$ cat config.mk
export PLATFORM = sky130hd
export DESIGN_NAME = alu_seq_core_flat
export DESIGN_NICKNAME = d
export VERILOG_FILES = /design/src/rtl/alu_seq_core_if.sv /design/src/rtl/alu_seq_core.sv /design/src/flat_wrapper.sv
export SDC_FILE = /design/constraint.sdc
export NUM_CORES = 1
export LEC_CHECK = 0
export CORE_ASPECT_RATIO = 0.8
export CORE_UTILIZATION = 40
export DETAILED_ROUTE_END_ITERATION = 7
export GPL_TIMING_DRIVEN = 0
export PLACE_DENSITY_LB_ADDON = 0.08
export SYNTH_ARGS = -nofsm -noshare
export SYNTH_HDL_FRONTEND = slang
export SYNTH_SLANG_ARGS = --single-unit
export TNS_END_PERCENT = 50
$ cat constraint.sdc
create_clock -name clk -period 2.4 [get_ports clk]
set_input_delay 0.48 -clock clk [delete_from_list [all_inputs] [get_ports clk]]
set_output_delay 0.48 -clock clk [all_outputs]
set_load 0.03 [all_outputs]
$ cat src/rtl/alu_seq_core_if.sv
`default_nettype none
// +----------------------------------------------------------------------------+
// | Module   : alu_seq_core_if                                                 |
// | Purpose  : Request/response bundle for alu_seq_core. The request side       |
// |            carries the decode fields and operands. The response side        |
// |            carries the result and its flags.                                |
// | Ports    : master - drives in_valid/alu_op/funct/a/b/out_ready              |
// |            slave  - drives in_ready/out_valid/result/carry/zero/sign/illegal|
// | Revision : 1.0  initial release                                             |
// +----------------------------------------------------------------------------+
interface alu_seq_core_if #(
  parameter int WIDTH = 32
);
  logic             in_valid;
  logic             in_ready;
  logic [2:0]       alu_op;
  logic [5:0]       funct;
  logic [WIDTH-1:0] a;
  logic [WIDTH-1:0] b;
  logic             out_valid;
  logic             out_ready;
  logic [WIDTH-1:0] result;
  logic             carry;
  logic             zero;
  logic             sign;
  logic             illegal;

  modport master (
    output in_valid, alu_op, funct, a, b, out_ready,
    input  in_ready, out_valid, result, carry, zero, sign, illegal
  );

  modport slave (
    input  in_valid, alu_op, funct, a, b, out_ready,
    output in_ready, out_valid, result, carry, zero, sign, illegal
  );
endinterface
`default_nettype wire

$ cat src/rtl/alu_seq_core.sv
`default_nettype none
// +----------------------------------------------------------------------------+
// | Module   : alu_seq_core                                                    |
// | Purpose  : Multi-cycle ALU with built-in alu_op/funct decode. Shifts run    |
// |            one bit per cycle. Operands arrive and results leave over        |
// |            valid/ready handshakes.                                          |
// | Ports    : clk  - rising-edge clock                                        |
// |            rst  - asynchronous active-high reset                           |
// |            bus  - alu_seq_core_if.slave (request + response handshakes)    |
// | Revision : 1.0  initial release                                             |
// +----------------------------------------------------------------------------+
module alu_seq_core #(
  parameter int WIDTH = 32,
  parameter int SHW   = $clog2(WIDTH)
) (
  input wire logic      clk,
  input wire logic      rst,
  alu_seq_core_if.slave bus
);

  typedef enum logic [1:0] {ST_IDLE = 2'd0, ST_SHIFT = 2'd1, ST_DONE = 2'd2} state_e;
  typedef enum logic [2:0] {
    OP_ADD = 3'd0, OP_COMP = 3'd1, OP_AND = 3'd2, OP_XOR = 3'd3,
    OP_DIFF = 3'd4, OP_SLL = 3'd5, OP_SRL = 3'd6, OP_SRA = 3'd7
  } op_e;

  state_e           r_state, w_state_nxt;
  op_e              r_op, w_op;
  logic             w_illegal;
  logic [WIDTH-1:0] r_res;
  logic [SHW-1:0]   r_cnt;
  logic             r_carry, r_zero, r_sign, r_illegal;

  logic [SHW-1:0]   w_shamt;
  logic             w_is_shift;
  logic [WIDTH:0]   w_sum;
  logic [WIDTH-1:0] w_x;
  logic [WIDTH-1:0] w_diff;
  logic [WIDTH-1:0] w_alu_res;
  logic             w_alu_carry;
  logic [WIDTH-1:0] w_sh_res;
  logic             w_sh_out;
  logic             w_accept, w_start_shift, w_finish_shift;

  // Operation decode. Undefined combinations execute add and flag illegal.
  always_comb begin
    w_op      = OP_ADD;
    w_illegal = 1'b0;
    case (bus.alu_op)
      3'b000: w_op = OP_ADD;
      3'b001: w_op = OP_SLL;
      3'b010: w_op = OP_SRL;
      3'b011: w_op = OP_SRA;
      3'b100: w_op = OP_COMP;
      3'b101: w_op = OP_DIFF;
      3'b111: begin
        case (bus.funct)
          6'd1:    w_op = OP_ADD;
          6'd2:    w_op = OP_COMP;
          6'd3:    w_op = OP_AND;
          6'd4:    w_op = OP_XOR;
          6'd5:    w_op = OP_DIFF;
          6'd6:    w_op = OP_SLL;
          6'd7:    w_op = OP_SRL;
          6'd8:    w_op = OP_SRA;
          default: w_illegal = 1'b1;
        endcase
      end
      default: w_illegal = 1'b1;
    endcase
  end

  assign w_shamt    = bus.b[SHW-1:0];
  assign w_is_shift = (w_op == OP_SLL) || (w_op == OP_SRL) || (w_op == OP_SRA);
  assign w_sum      = {1'b0, bus.a} + {1'b0, bus.b};
  assign w_x        = bus.a ^ bus.b;

  // Scanning from the top down means the last hit is the lowest set bit.
  always_comb begin
    w_diff = '0;
    for (int i = WIDTH - 1; i >= 0; i--) begin
      if (w_x[i]) w_diff = WIDTH'(i + 1);
    end
  end

  // Single-cycle results. A shift reaching this path has s == 0, so it passes a through.
  always_comb begin
    w_alu_res   = bus.a;
    w_alu_carry = 1'b0;
    case (w_op)
      OP_ADD:  begin
        w_alu_res   = w_sum[WIDTH-1:0];
        w_alu_carry = w_sum[WIDTH];
      end
      OP_COMP: w_alu_res = ~bus.b + WIDTH'(1);
      OP_AND:  w_alu_res = bus.a & bus.b;
      OP_XOR:  w_alu_res = bus.a ^ bus.b;
      OP_DIFF: w_alu_res = w_diff;
      default: w_alu_res = bus.a;
    endcase
  end

  // One-bit shift step on the working register.
  always_comb begin
    w_sh_res = r_res;
    w_sh_out = 1'b0;
    case (r_op)
      OP_SLL: begin
        w_sh_res = {r_res[WIDTH-2:0], 1'b0};
        w_sh_out = r_res[WIDTH-1];
      end
      OP_SRL: begin
        w_sh_res = {1'b0, r_res[WIDTH-1:1]};
        w_sh_out = r_res[0];
      end
      OP_SRA: begin
        w_sh_res = {r_res[WIDTH-1], r_res[WIDTH-1:1]};
        w_sh_out = r_res[0];
      end
      default: ;
    endcase
  end

  always_ff @(posedge clk or posedge rst) begin
    if (rst) r_state <= ST_IDLE;
    else     r_state <= w_state_nxt;
  end

  always_comb begin
    w_state_nxt    = r_state;
    w_accept       = 1'b0;
    w_start_shift  = 1'b0;
    w_finish_shift = 1'b0;
    case (r_state)
      ST_IDLE: begin
        if (bus.in_valid) begin
          w_accept = 1'b1;
          if (w_is_shift && (w_shamt != '0)) begin
            w_start_shift = 1'b1;
            w_state_nxt   = ST_SHIFT;
          end else begin
            w_state_nxt = ST_DONE;
          end
        end
      end
      ST_SHIFT: begin
        if (r_cnt == SHW'(1)) begin
          w_finish_shift = 1'b1;
          w_state_nxt    = ST_DONE;
        end
      end
      ST_DONE: begin
        if (bus.out_ready) w_state_nxt = ST_IDLE;
      end
      default: w_state_nxt = ST_IDLE;
    endcase
  end

  // Datapath: r_res is the shift working register and, in DONE, the result.
  always_ff @(posedge clk or posedge rst) begin
    if (rst) begin
      r_op      <= OP_ADD;
      r_res     <= '0;
      r_cnt     <= '0;
      r_carry   <= 1'b0;
      r_zero    <= 1'b0;
      r_sign    <= 1'b0;
      r_illegal <= 1'b0;
    end else if (w_accept) begin
      r_op      <= w_op;
      r_illegal <= w_illegal;
      r_cnt     <= w_shamt;
      if (w_start_shift) begin
        r_res   <= bus.a;
        r_carry <= 1'b0;
      end else begin
        r_res   <= w_alu_res;
        r_carry <= w_alu_carry;
        r_zero  <= (w_alu_res == '0);
        r_sign  <= w_alu_res[WIDTH-1];
      end
    end else if (r_state == ST_SHIFT) begin
      r_res   <= w_sh_res;
      r_carry <= w_sh_out;
      r_cnt   <= r_cnt - SHW'(1);
      if (w_finish_shift) begin
        r_zero <= (w_sh_res == '0);
        r_sign <= w_sh_res[WIDTH-1];
      end
    end
  end

  assign bus.in_ready  = (r_state == ST_IDLE);
  assign bus.out_valid = (r_state == ST_DONE);
  assign bus.result    = r_res;
  assign bus.carry     = r_carry;
  assign bus.zero      = r_zero;
  assign bus.sign      = r_sign;
  assign bus.illegal   = r_illegal;

endmodule
`default_nettype wire

$ cat src/flat_wrapper.sv
// flat-port wrapper written by rule: the top's interface ports become plain ports
module alu_seq_core_flat 
#(
  parameter int WIDTH = 32,
  parameter int SHW   = $clog2(WIDTH)
)
  (clk, rst, bus_in_valid, bus_alu_op, bus_funct, bus_a, bus_b, bus_out_ready, bus_in_ready, bus_out_valid, bus_result, bus_carry, bus_zero, bus_sign, bus_illegal);
  alu_seq_core_if #(.WIDTH(WIDTH)) bus_i ();
  input wire logic clk;
  input wire logic rst;
  input wire logic [$bits(bus_i.in_valid)-1:0] bus_in_valid;
  input wire logic [$bits(bus_i.alu_op)-1:0] bus_alu_op;
  input wire logic [$bits(bus_i.funct)-1:0] bus_funct;
  input wire logic [$bits(bus_i.a)-1:0] bus_a;
  input wire logic [$bits(bus_i.b)-1:0] bus_b;
  input wire logic [$bits(bus_i.out_ready)-1:0] bus_out_ready;
  output wire logic [$bits(bus_i.in_ready)-1:0] bus_in_ready;
  output wire logic [$bits(bus_i.out_valid)-1:0] bus_out_valid;
  output wire logic [$bits(bus_i.result)-1:0] bus_result;
  output wire logic [$bits(bus_i.carry)-1:0] bus_carry;
  output wire logic [$bits(bus_i.zero)-1:0] bus_zero;
  output wire logic [$bits(bus_i.sign)-1:0] bus_sign;
  output wire logic [$bits(bus_i.illegal)-1:0] bus_illegal;
  assign bus_i.in_valid = bus_in_valid;
  assign bus_i.alu_op = bus_alu_op;
  assign bus_i.funct = bus_funct;
  assign bus_i.a = bus_a;
  assign bus_i.b = bus_b;
  assign bus_i.out_ready = bus_out_ready;
  assign bus_in_ready = bus_i.in_ready;
  assign bus_out_valid = bus_i.out_valid;
  assign bus_result = bus_i.result;
  assign bus_carry = bus_i.carry;
  assign bus_zero = bus_i.zero;
  assign bus_sign = bus_i.sign;
  assign bus_illegal = bus_i.illegal;
  alu_seq_core #(.WIDTH(WIDTH), .SHW(SHW)) u_core (.clk(clk), .rst(rst), .bus(bus_i));
endmodule
==> run summary <==
The flow ran to the end, but the final reports show violations. The final reports fail on design-rule violations, negative setup slack. Library cell used as clock root buffer: clkbuf_16. Wires add up to 35400 um.

For this configuration, the core starts out at a cell density of 41.2%. The source-to-sink clock delay at the later pin of the worst-skew pair was 0.30 ns; the worst relative slew slack was 52.9%. Multiplexer cells account for 3.64% of the synthesized area. The first detailed-routing pass ran for 8 iterations. For the proportion of synthesized chip area in sequential cells, the log shows 16.0%.

The critical path is of the in -> reg type. For the finished layout, the period the worst path requires is 3.31 ns. The highest attainable clock frequency was 302 MHz. Yosys mapped a number of flops with a built-in enable equal to 0. The global-route wire length before repair was 52000 um. The count of maximum capacitance violations is 0, and the total count of hold-check failures in the final report is 0.

Together, buffers and inverters on the worst path number 4. For this run, the number of standard cells in the final layout without fillers is 1454. After clock tree synthesis, the clock-pin slew on the worst setup and hold paths is 0.07 ns. The number of synthesized register bits came out at 46. The critical-path cell with the highest stage delay is o311a_4.

The share of synthesized flip-flops with an asynchronous set or reset came out at 100%. The most used flip-flop cell after synthesis is dfrtp_1. Using the TritonRoute via totals, the vias-per-cell ratio works out to 6.76.

By area, the combinational part of the netlist is dominated by compound AO/OA/AOI/OAI gates. The overall die height is 122 um. The run gives 8987 as the via count of the first global-routing pass. TritonCTS built the clock tree. In the final routed layout, each cell accounts on average for 24.3 um. The tools report the area of combinational cells with multiple inputs as 0.00704 mm2. The actual transition at the worst max-transition pin is 0.705 ns. The post-detailed-route count of antenna-violating nets is 0. Setup repair after global routing could not meet its margin everywhere.

Clock tree synthesis inserted a total of 5 buffers. Summing all flip-flop and latch instances after layout gives 0.00115 mm2. The die is 152 um wide. In this design, the stage delay of the slowest critical-path cell is 0.37 ns.

Synthesis produced 1000 cells. Traced cell by cell, the critical path runs through buf_4 -> ha_4 -> buf_8 -> buf_6 -> buf_4 -> a21oi_1 -> a21oi_1 -> a31oi_4 -> o31ai_4 -> o311a_4 -> o21ai_2 -> a21boi_1 -> o31a_1 -> and4_1 -> nand4b_1 -> nand2_1. During I/O placement, the number of pins put on the boundary was 115.

For this design the static power due to leakage is 4.36 nW. After detailed routing, the number of remaining DRC violations is 34. The number of distinct library cells after synthesis is 92, and the maximum clock skew at final layout is 0.00769 ns. The type of element launching the critical path was an input port. Across the VDD grid, the largest voltage drop is 0.000812 V. After synthesis, the mean cell area works out to 7.21 um2. The run gives 0.00888 mm2 as the placement-stage cell area. In this run the standard cell core region covers 0.0175 mm2.

The half-perimeter wire length after placement came out at 24500 um. In this run the critical register-to-register path is launched from u_core.r_op[1]. Routability-driven placement finished with a final weighted congestion of 1.00.

Data on the critical path is required at its endpoint by 2.58 ns. Input and output buffers added on the ports amount to 110. The compound-cell area share of the yosys netlist is 36.6%, and the post-route core utilization is 65.1%. The run gives 30 as the total setup violations reported at the end of the flow.

The number of warning messages in the yosys log was 0. The critical-path maximum fanout is 5. The logs give 43 for the number of placement rows and 0.379 ns for the worst hold slack. In this run, the number of DRC markers left after iteration 0 of detailed routing was 1329. Summed over all layers, the global routing overflow is 0.

The tools report the number of nets in the layout as 1340. Counting tap cells, the placed design contains a total of 1336 instances. The number of levels the H-tree was split into is 2. Across every metal layer, demand over resource in global routing totals 36.3%. Kind of cell adding the most delay to the critical path: compound AO/OA/AOI/OAI gates. Entering global routing, the biggest net connects 42 pins. The total of fill cells in the finished design was 1493; the number of nets in the synthesized netlist was 1114. The routed layout has 9834 vias. Data on the critical path arrives at its endpoint at 3.49 ns. Counting cells, the worst reg-to-reg path comes to 9.

The final clock period utilization by the worst path came out at 138%. For this design the ratio of total power to cell area is 762 mW/mm2. The clock net in this run drives a total of 46 sinks.

The post-route worst setup slack came out at -0.910 ns. In this run the critical register-to-register path is captured at u_core.bus.zero. The adder-cell share of the synthesized area was 6.52%; the area share of and/or/nand/nor cells after synthesis was 25.2%. Adding up every negative setup slack in the final design gives -9.99 ns. After routing the design area is 0.0114 mm2. For the final count of pins violating max slew, the log shows 0. The longest clock path from root to sink contains 2 buffers. The tightest min-delay check is of the in -> async type. From synthesis to final layout, the design area changed by 57.9%.

The xor and xnor fraction of the mapped netlist area was 5.59%. The flop-to-flop setup slack came out at -0.65 ns. Cells with a size suffix above 1 make up 34.6% of the layout.

STA classifies the critical path endpoint as a register. In this run the cell area of the synthesized design comes to 0.00721 mm2. The logs give 1 for the number of antenna violations at the first check in global routing and 0.0186 mm2 for the floorplan die area.
worst reg2reg max path: cells and delay by family (launching register included):
kind,cells,cell delay [ns]
buf+inv,2,0.89
flops,1,0.40
compound gates,3,0.70
simple gates,4,0.99
state kept, by name, indices dropped and copies added (netlist names):
signal and cells:
u_core.bus.result 32, u_core.r_cnt 5, u_core.bus.zero 1, u_core.r_state 2
u_core.bus.illegal 1, u_core.r_op 3, u_core.bus.carry 1, u_core.bus.sign 1
layout by cell type, fill, tap and decap left out, types with 26 or more instances in the layout:
cell             instances
nand2_1                 69
ha_4                    30
buf_6                   36
clkdlybuf4s50_1         43
clkbuf_1                26
a22oi_1                 34
dfrtp_1                 46
o21ai_0                 36
buf_4                  111
inv_1                   27
a21oi_1                 65
a22o_1                  32
nor2_1                  97
area by class of cell:
type | count | area share (%)
timing repair buffer | 236 | 19.1
clock buffer | 7 | 1.34
sequential | 46 | 10.1
tap | 225 | 2.47
inverter | 28 | 0.923
antenna | 2 | 0.0440
buffer | 66 | 4.04
clock inverter | 1 | 0.0769
multi-input combinational | 843 | 61.9
stage by stage:
stage / setup WS [ns] / power, mW
after global placement: -2.30 / 6.91
after detailed placement: -2.37 / 6.89
after CTS: -0.975 / 8.18
after floorplan: -0.654 / 4.93
final: -0.910 / 8.67
after global routing: -1.04 / 9.13
cell families after synthesis:
kind of cell / after synthesis
flops: 46
simple gates: 356
xor+xnor: 46
mux: 25
buf+inv: 111
compound gates: 379
fa+ha+maj: 37
where the power goes:
group	internal, mW	switching, mW
clock network	0.445	0.317
logic	2.52	3.68
registers	1.15	0.560
cells in the mapped netlist (all sizes together), types with 5 or more instances:
cell,count,area share [%]
xor2,16,1.9
a31oi,10,0.87
a211oi,29,3.1
o211ai,13,1.4
o2111ai,6,0.73
and3,6,0.52
or3,12,1.0
a221oi,8,0.97
nand2,74,3.9
a22oi,36,3.7
ha,36,6.2
o22ai,13,1.1
nor4,27,2.7
nor2b,7,0.61
mux2,10,1.6
nor2,105,5.6
nand2b,14,1.2
o31ai,7,0.73
a22o,32,3.9
o21a,8,0.83
nor3,27,1.9
a21oi,84,5.8
a32oi,6,0.73
or4,12,1.3
inv,28,1.5
clkbuf,57,3.0
nand4,15,1.4
o21ai,65,4.6
o31a,7,0.85
and2,6,0.52
nand3,28,1.9
dfrtp,46,16
nor3b,7,0.73
buf,26,2.0
a21o,5,0.52
mux2i,15,2.1
xnor2,30,3.6
a211o,5,0.61
timing repair:
action / 4_1_cts / 5_1_grt
hold buffers: 0 / 0
buffers inserted: 85 / 39
resized for setup: 401 / 146
endpoints found under the setup margin: 38 / 35
pin swaps: 115 / 81
gates cloned: 1 / 0
how the worst max path moves through the flow:
stage | from | end | cells after the start
after detailed placement | bus_b[2] | u_core.bus.zero | 13
after global placement | bus_b[2] | u_core.bus.zero | 13
after global routing | bus_funct[1] | u_core.bus.zero | 15
after CTS | bus_b[0] | u_core.bus.zero | 14
after floorplan | bus_b[0] | u_core.bus.carry | 13
final | bus_b[9] | u_core.bus.zero | 16
per-layer routing:
layer	wire length [um]	track usage [%]	vias up	share of wire, %
met2	14500	52.7	672	41
li1	-	-	4300	-
met1	15200	50.8	4770	43
met5	0	0	-	0
met3	4380	10.0	92	12
met4	1240	13.5	0	3.5
Note: power is estimated with default switching activity, not from simulation.
